`config.mk`:
```
export PLATFORM = sky130hd
export DESIGN_NAME = sponge_ctrl
export DESIGN_NICKNAME = d
export VERILOG_FILES = /design/src/rtl/sponge_ctrl.sv
export SDC_FILE = /design/constraint.sdc
export NUM_CORES = 1
export LEC_CHECK = 0
export ABC_AREA = 0
export BUFFER_PORTS_ARGS = -buffer_cell sky130_fd_sc_hd__buf_2
export CAP_MARGIN = 0
export CORE_AREA = 2 2 525 527
export CTS_CLUSTER_DIAMETER = 150
export CTS_CLUSTER_SIZE = 24
export DETAILED_ROUTE_END_ITERATION = 16
export DIE_AREA = 0 0 527 529
export PLACE_DENSITY = 0.33
export SLEW_MARGIN = 10
export SYNTH_ARGS = -nofsm -noshare
export SYNTH_HDL_FRONTEND = slang
export SYNTH_SLANG_ARGS = --single-unit
```
`constraint.sdc`:
```
create_clock -name clk -period 6.3 [get_ports clk]
set_clock_uncertainty 0.1 [all_clocks]
set_input_delay 0.63 -clock clk [delete_from_list [all_inputs] [get_ports clk]]
set_output_delay 0.63 -clock clk [all_outputs]
set_load 0.01 [all_outputs]
```
`src/rtl/sponge_ctrl.sv`:
```
// SHAKE sponge sequencer: padding, block absorb, permutation and squeeze.
// Optional perm_count counter is built only when SPONGE_CTRL_PERF_EN is defined.
module sponge_ctrl #(
  parameter int RATE_BITS = 1088
) (
  input  logic                 clk,
  input  logic                 reset_n,
  input  logic                 start,
  input  logic [15:0]          out_words,
  input  logic                 msg_valid,
  output logic                 msg_ready,
  input  logic [63:0]          msg_data,
  input  logic                 msg_last,
  input  logic [3:0]           msg_bytes,
  input  logic                 abs_ready,
  input  logic                 abs_full,
  output logic                 abs_valid,
  output logic [63:0]          abs_data,
  output logic                 perm_start,
  input  logic                 perm_done,
  input  logic [RATE_BITS-1:0] rate_out,
  output logic                 out_valid,
  input  logic                 out_ready,
  output logic [63:0]          out_data,
  output logic                 out_last,
  output logic                 busy,
  output logic                 done,
  output logic [15:0]          perm_count
);

  localparam int WORDS = RATE_BITS / 64;
  localparam int WW = $clog2(WORDS + 1);
  localparam logic [WW-1:0] WMAX = WW'(WORDS);
  localparam logic [WW-1:0] WLAST = WW'(WORDS - 1);

  typedef enum logic [2:0] {
    S_IDLE, S_ABSORB, S_PAD, S_WAIT_FULL,
    S_PERM_A, S_SQUEEZE, S_PERM_S, S_DONE
  } state_t;

  state_t state, state_n;
  logic [WW-1:0] wcnt, sidx;
  logic [15:0] ocnt, owords;
  logic final_seen, pad_owed;
  logic abs_v;
  logic [63:0] abs_d, pad_w;
  logic accept, xfer, last_block;
  logic [63:0] rate_w [WORDS];

  for (genvar g = 0; g < WORDS; g++) begin : g_rate
    assign rate_w[g] = rate_out[g*64 +: 64];
  end

  function automatic logic [63:0] pad_final(
    input logic [63:0] d,
    input logic [3:0]  nb,
    input logic        lastw
  );
    logic [63:0] r;
    r = d;
    if (nb < 4'd8) begin
      for (int k = 0; k < 8; k++) begin
        if (k == int'(nb)) r[8*k +: 8] = 8'h1F;
        else if (k > int'(nb)) r[8*k +: 8] = 8'h00;
      end
      if (lastw) r[63:56] = r[63:56] | 8'h80;
    end
    return r;
  endfunction

  assign msg_ready = (state == S_ABSORB) & abs_ready
                   & (wcnt < WMAX) & ~final_seen;
  assign accept = msg_valid & msg_ready;
  assign out_valid = (state == S_SQUEEZE);
  assign out_last = out_valid & (ocnt == owords - 16'd1);
  assign out_data = out_valid ? rate_w[sidx] : '0;
  assign xfer = out_valid & out_ready;
  assign abs_valid = abs_v;
  assign abs_data = abs_v ? abs_d : '0;
  assign busy = (state != S_IDLE);
  assign done = (state == S_DONE);
  assign last_block = final_seen & ~pad_owed;
  assign pad_w = (pad_owed ? 64'h1F : 64'h0)
               | ((wcnt == WLAST) ? 64'h8000_0000_0000_0000 : 64'h0);
  assign perm_start = ((state == S_WAIT_FULL) & abs_full & ~abs_v)
                    | (xfer & ~out_last & (sidx == WLAST));

  always_comb begin
    state_n = state;
    unique case (state)
      S_IDLE: if (start) state_n = S_ABSORB;
      S_ABSORB: begin
        if (wcnt == WMAX) state_n = S_WAIT_FULL;
        else if (final_seen) state_n = S_PAD;
      end
      S_PAD: if (wcnt == WMAX) state_n = S_WAIT_FULL;
      S_WAIT_FULL: if (abs_full & ~abs_v) state_n = S_PERM_A;
      S_PERM_A: begin
        if (perm_done) begin
          if (!last_block) state_n = S_ABSORB;
          else if (owords == 16'd0) state_n = S_DONE;
          else state_n = S_SQUEEZE;
        end
      end
      S_SQUEEZE: begin
        if (xfer) begin
          if (out_last) state_n = S_DONE;
          else if (sidx == WLAST) state_n = S_PERM_S;
        end
      end
      S_PERM_S: if (perm_done) state_n = S_SQUEEZE;
      S_DONE: state_n = S_IDLE;
      default: state_n = S_IDLE;
    endcase
  end

  always_ff @(posedge clk) begin
    if (!reset_n) begin
      state <= S_IDLE;
      wcnt <= '0;
      sidx <= '0;
      ocnt <= '0;
      owords <= '0;
      final_seen <= 1'b0;
      pad_owed <= 1'b0;
      abs_v <= 1'b0;
      abs_d <= '0;
    end else begin
      state <= state_n;
      abs_v <= 1'b0;
      unique case (state)
        S_IDLE: begin
          if (start) begin
            owords <= out_words;
            wcnt <= '0;
            sidx <= '0;
            ocnt <= '0;
            final_seen <= 1'b0;
            pad_owed <= 1'b0;
          end
        end
        S_ABSORB: begin
          if (accept) begin
            abs_v <= 1'b1;
            abs_d <= msg_last
                   ? pad_final(msg_data, msg_bytes, wcnt == WLAST)
                   : msg_data;
            wcnt <= wcnt + WW'(1);
            if (msg_last) begin
              final_seen <= 1'b1;
              pad_owed <= (msg_bytes >= 4'd8);
            end
          end
        end
        S_PAD: begin
          if (wcnt != WMAX && abs_ready) begin
            abs_v <= 1'b1;
            abs_d <= pad_w;
            wcnt <= wcnt + WW'(1);
            pad_owed <= 1'b0;
          end
        end
        S_PERM_A: if (perm_done && !last_block) wcnt <= '0;
        S_SQUEEZE: begin
          if (xfer) begin
            ocnt <= ocnt + 16'd1;
            sidx <= (sidx == WLAST) ? '0 : sidx + WW'(1);
          end
        end
        default: ;
      endcase
    end
  end

`ifdef SPONGE_CTRL_PERF_EN
  logic [15:0] pcnt;
  always_ff @(posedge clk) begin
    if (!reset_n) pcnt <= '0;
    else if (state == S_IDLE && start) pcnt <= '0;
    else if (perm_start && pcnt != 16'hFFFF) pcnt <= pcnt + 16'd1;
  end
  assign perm_count = pcnt;
`else
  assign perm_count = '0;
`endif

endmodule

```
==> impl_summary.log <==
[metrics] library cells used by synthesis: 60
[metrics] layout cells sized above 1: 66.0%
[metrics] wire length of the first global-routing pass: 243000 um
[metrics] clock root buffer: sky130_fd_sc_hd__clkbuf_16
[metrics] Post-Synthesis Cells: 1374
[metrics] share of Yosys cell area claimed by the top area cell type: 50.0%
[metrics] maximum clock frequency: 0.225 GHz
[metrics] port buffer count: 1315
[metrics] setup-violating endpoint count in the final report: 0
[metrics] Post-Synthesis Cell Area: 0.0144 mm^2
[metrics] Setup Buffers After CTS: 0
[metrics] minimum period implied by the final worst setup slack: 4450 ps
[metrics] cell with the biggest individual delay on the critical path: sky130_fd_sc_hd__dfxtp_4
[metrics] clock insertion delay at the later pin of the skew report: 430 ps
[metrics] largest vdd supply drop: 0.000119 V
[metrics] ports placed on the boundary: 1332
[metrics] synth cell count leaders: sky130_fd_sc_hd__mux4_2, sky130_fd_sc_hd__a21oi_1, sky130_fd_sc_hd__nor2_1, sky130_fd_sc_hd__dfxtp_1, sky130_fd_sc_hd__nand2_1
[metrics] detailed-route vias per instance: 3.14
[metrics] DRC marker count from the first detailed-route iteration: 1652
[metrics] sequential area share after synthesis: 15.6%
[metrics] CP Capture Type: output port
[metrics] final critical-path share of the clock period: 70.6%
[metrics] overall global routing resource usage: 13.8%
[metrics] total grt overflow: 0
[metrics] final routed DRC violation total: 0
[metrics] number of pins exceeding their max-slew limit in the final report: 0
[metrics] most instantiated flip-flop cell in the synthesis netlist: sky130_fd_sc_hd__dfxtp_1
[metrics] crit path max fanout: 61
[metrics] Routed WL: 202000 um
[metrics] outcome: finished clean
[metrics] layout overhead on the synthesized area: 80.2%
[metrics] total number of nets in the final design: 3786
[metrics] number of buffers added by the clock tree synthesis step: 9
[metrics] clock net sink count: 112
[metrics] layout filler cell count: 32.0k
[metrics] mean instance size in the synthesized netlist: 10.5 um^2
[metrics] number of buffers on the longest clock path: 2
[metrics] average wire per cell in the routed design: 31.8 um
[metrics] CP dominant cell by count: sky130_fd_sc_hd__mux4_2
[metrics] clock tree from TritonCTS: built
[metrics] top post-synthesis cells by area: sky130_fd_sc_hd__mux4_2, sky130_fd_sc_hd__dfxtp_1, sky130_fd_sc_hd__a21oi_1
[metrics] Cell Chain, Critical Path: buf_12 -> mux4_2 -> mux4_2 -> nor2b_1 -> a21oi_1 -> nor2_1 -> buf_2
[metrics] final-layout worst hold slack: 333 ps
[metrics] maximum number of pins on one net before global-route repair: 88
[metrics] number of detailed-route iterations in the first pass: 5
[metrics] cell leakage power: 9.90 nW
[metrics] max-slew headroom at the worst pin: 34.3%
[metrics] number of placement rows: 192
[metrics] slowest cell delay on critical path: 700 ps
[metrics] number of synthesized flops with an enable pin: 0
[metrics] flop and latch count out of synthesis: 112
[metrics] largest area contributor in the synthesized netlist: sky130_fd_sc_hd__mux4_2
[metrics] depth of the CTS H-tree: 3
[metrics] Yosys Warn Count: 0
[metrics] overall power of the completed layout: 5.63 mW
[metrics] Core Region: 0.273 mm^2
[metrics] Crit path buffers/inverters: 2
[metrics] ratio of total power to cell area: 217 mW/mm^2
[metrics] die area: 0.279 mm^2
[metrics] placer's final routability congestion estimate: 0.991
[metrics] crit start category: flop
[metrics] max-cap check violation count: 0
[metrics] data arrival time at the worst-slack endpoint: 3720 ps
[metrics] initial antenna violation count: 289
[metrics] DPL Wire Length: 184000 um
[metrics] cts-stage hold buffer count: 0
[metrics] count of final hold-check violations: 0
[metrics] RSZ-0062 raised after global routing: false
[metrics] number of vias after detailed routing: 19.9k
[metrics] required time of the worst setup path: 5570 ps
[metrics] crit path kind: reg2out
[metrics] library cell with the highest instance count after synthesis: sky130_fd_sc_hd__mux4_2
[metrics] cts repair resizes: 0
[metrics] delay-heaviest family, CP: multiplexers
[metrics] chip height: 529 um
[metrics] starting density of the core: 5.28%
[metrics] measured slew at the worst slew-check pin: 982 ps
[metrics] Worst Hold Class: in2reg
[metrics] Setup TNS Final: 0 ps
[metrics] via count of the first global-routing pass: 19.4k
[metrics] Async SR Flop Fraction: 0%
[metrics] clock-pin slew reported for the worst setup and hold paths after clock tree synthesis: 90 ps
[metrics] Die W: 527 um
[metrics] number of nets with antenna violations after detailed routing: 0
[area by class of cell]
| cell class | instances | area, um^2 | area share, % |
|---|---|---|---|
| Multi-Input combinational cell | 1105 | 11500 | 44.4 |
| Inverter | 14 | 52.6 | 0.202 |
| Tap cell | 3589 | 4490 | 17.3 |
| Clock buffer | 10 | 239 | 0.920 |
| Timing Repair Buffer | 1355 | 6970 | 26.8 |
| Clock inverter | 6 | 60.1 | 0.231 |
| Antenna cell | 154 | 385 | 1.48 |
| Sequential cell | 112 | 2260 | 8.71 |
[logic make-up (layout without fill, tap and decap cells)]
logic type | count (synthesis) | in the layout | share of synthesized area [%]
buffers and inverters | 172 | 1385 | 5.13
AOI/OAI and AO/OA | 245 | 245 | 9.71
xor gates and xnor gates | 37 | 37 | 2.25
and+or+nand+nor | 478 | 478 | 16.6
DFF | 112 | 112 | 15.6
adders and majority gates | 8 | 8 | 0.694
other | 1 | 170 | 0.0260
muxes | 321 | 321 | 50.1
[sequential cells by signal (all words and copies together), names as in the netlist]
signal      count
abs_d          64
ocnt           16
owords         16
sidx            5
wcnt            5
state           3
abs_valid       1
final_seen      1
pad_owed        1
[per-stage QoR]
| stage | cell area (um^2) | worst slack (ps) | utilization, % | cells |
|---|---|---|---|---|
| finish | 26000 | 1850 | 9.52 | 6345 |
| global route | 25800 | 1700 | 9.46 | 6280 |
| CTS | 25600 | 1730 | 9.38 | 6191 |
| detailed placement | 25300 | 2260 | 9.27 | 6175 |
| global placement | 25300 | 2200 | 9.27 | 6175 |
| floorplan | 14500 | 3190 | - | 1389 |
[cell usage in the layout (no fill, tap or decap), drive strengths merged, types with 4 or more instances in the layout]
cell type / Yosys / final
a211oi: 8 / 8
nand2: 110 / 110
ha: 8 / 8
xnor2: 18 / 18
o21ai: 34 / 34
nor2b: 70 / 70
xor2: 19 / 19
nor4: 5 / 5
inv: 13 / 17
nand3: 34 / 34
conb: 1 / 16
a31oi: 4 / 4
and2: 71 / 71
diode: 0 / 154
nand4: 10 / 10
o211ai: 18 / 18
nor3: 17 / 17
buf: 53 / 1355
a21oi: 155 / 155
mux4: 320 / 320
nand2b: 10 / 10
dfxtp: 112 / 112
nor2: 127 / 127
clkbuf: 105 / 10
and3: 9 / 9
[path summary, 6_finish.rpt]
path / cells past startpoint / slack [ps] / from / end
worst min register to register: 2 / 350 / abs_d[2] / abs_d[2]
worst max-delay path: 7 / 1850 / sidx[0] / out_data[21]
worst min-delay path: 3 / 330 / out_words[0] / owords[0]
worst max register to register: 8 / 2850 / state[0] / abs_d[57]
[report_power, final]
group | switching (mW) | internal, mW
clock | 0.379 | 0.290
combinational | 2.20 | 1.69
sequential | 0.177 | 0.889
[tightest hold or removal path: cells and delay by family]
family	cells	cell delay, ps
compound gates	1	50
buf+inv	1	100
simple gates	1	50
[layer usage]
metal / share of wire (%) / GRT usage, % / vias up
li1: - / - / 7976
met3: 12 / 7.21 / 486
met1: 35 / 14.6 / 9963
met5: 0.46 / 0 / -
met4: 4.4 / 5.12 / 146
met2: 47 / 23.3 / 1356
(Power assumes the default switching activity.)
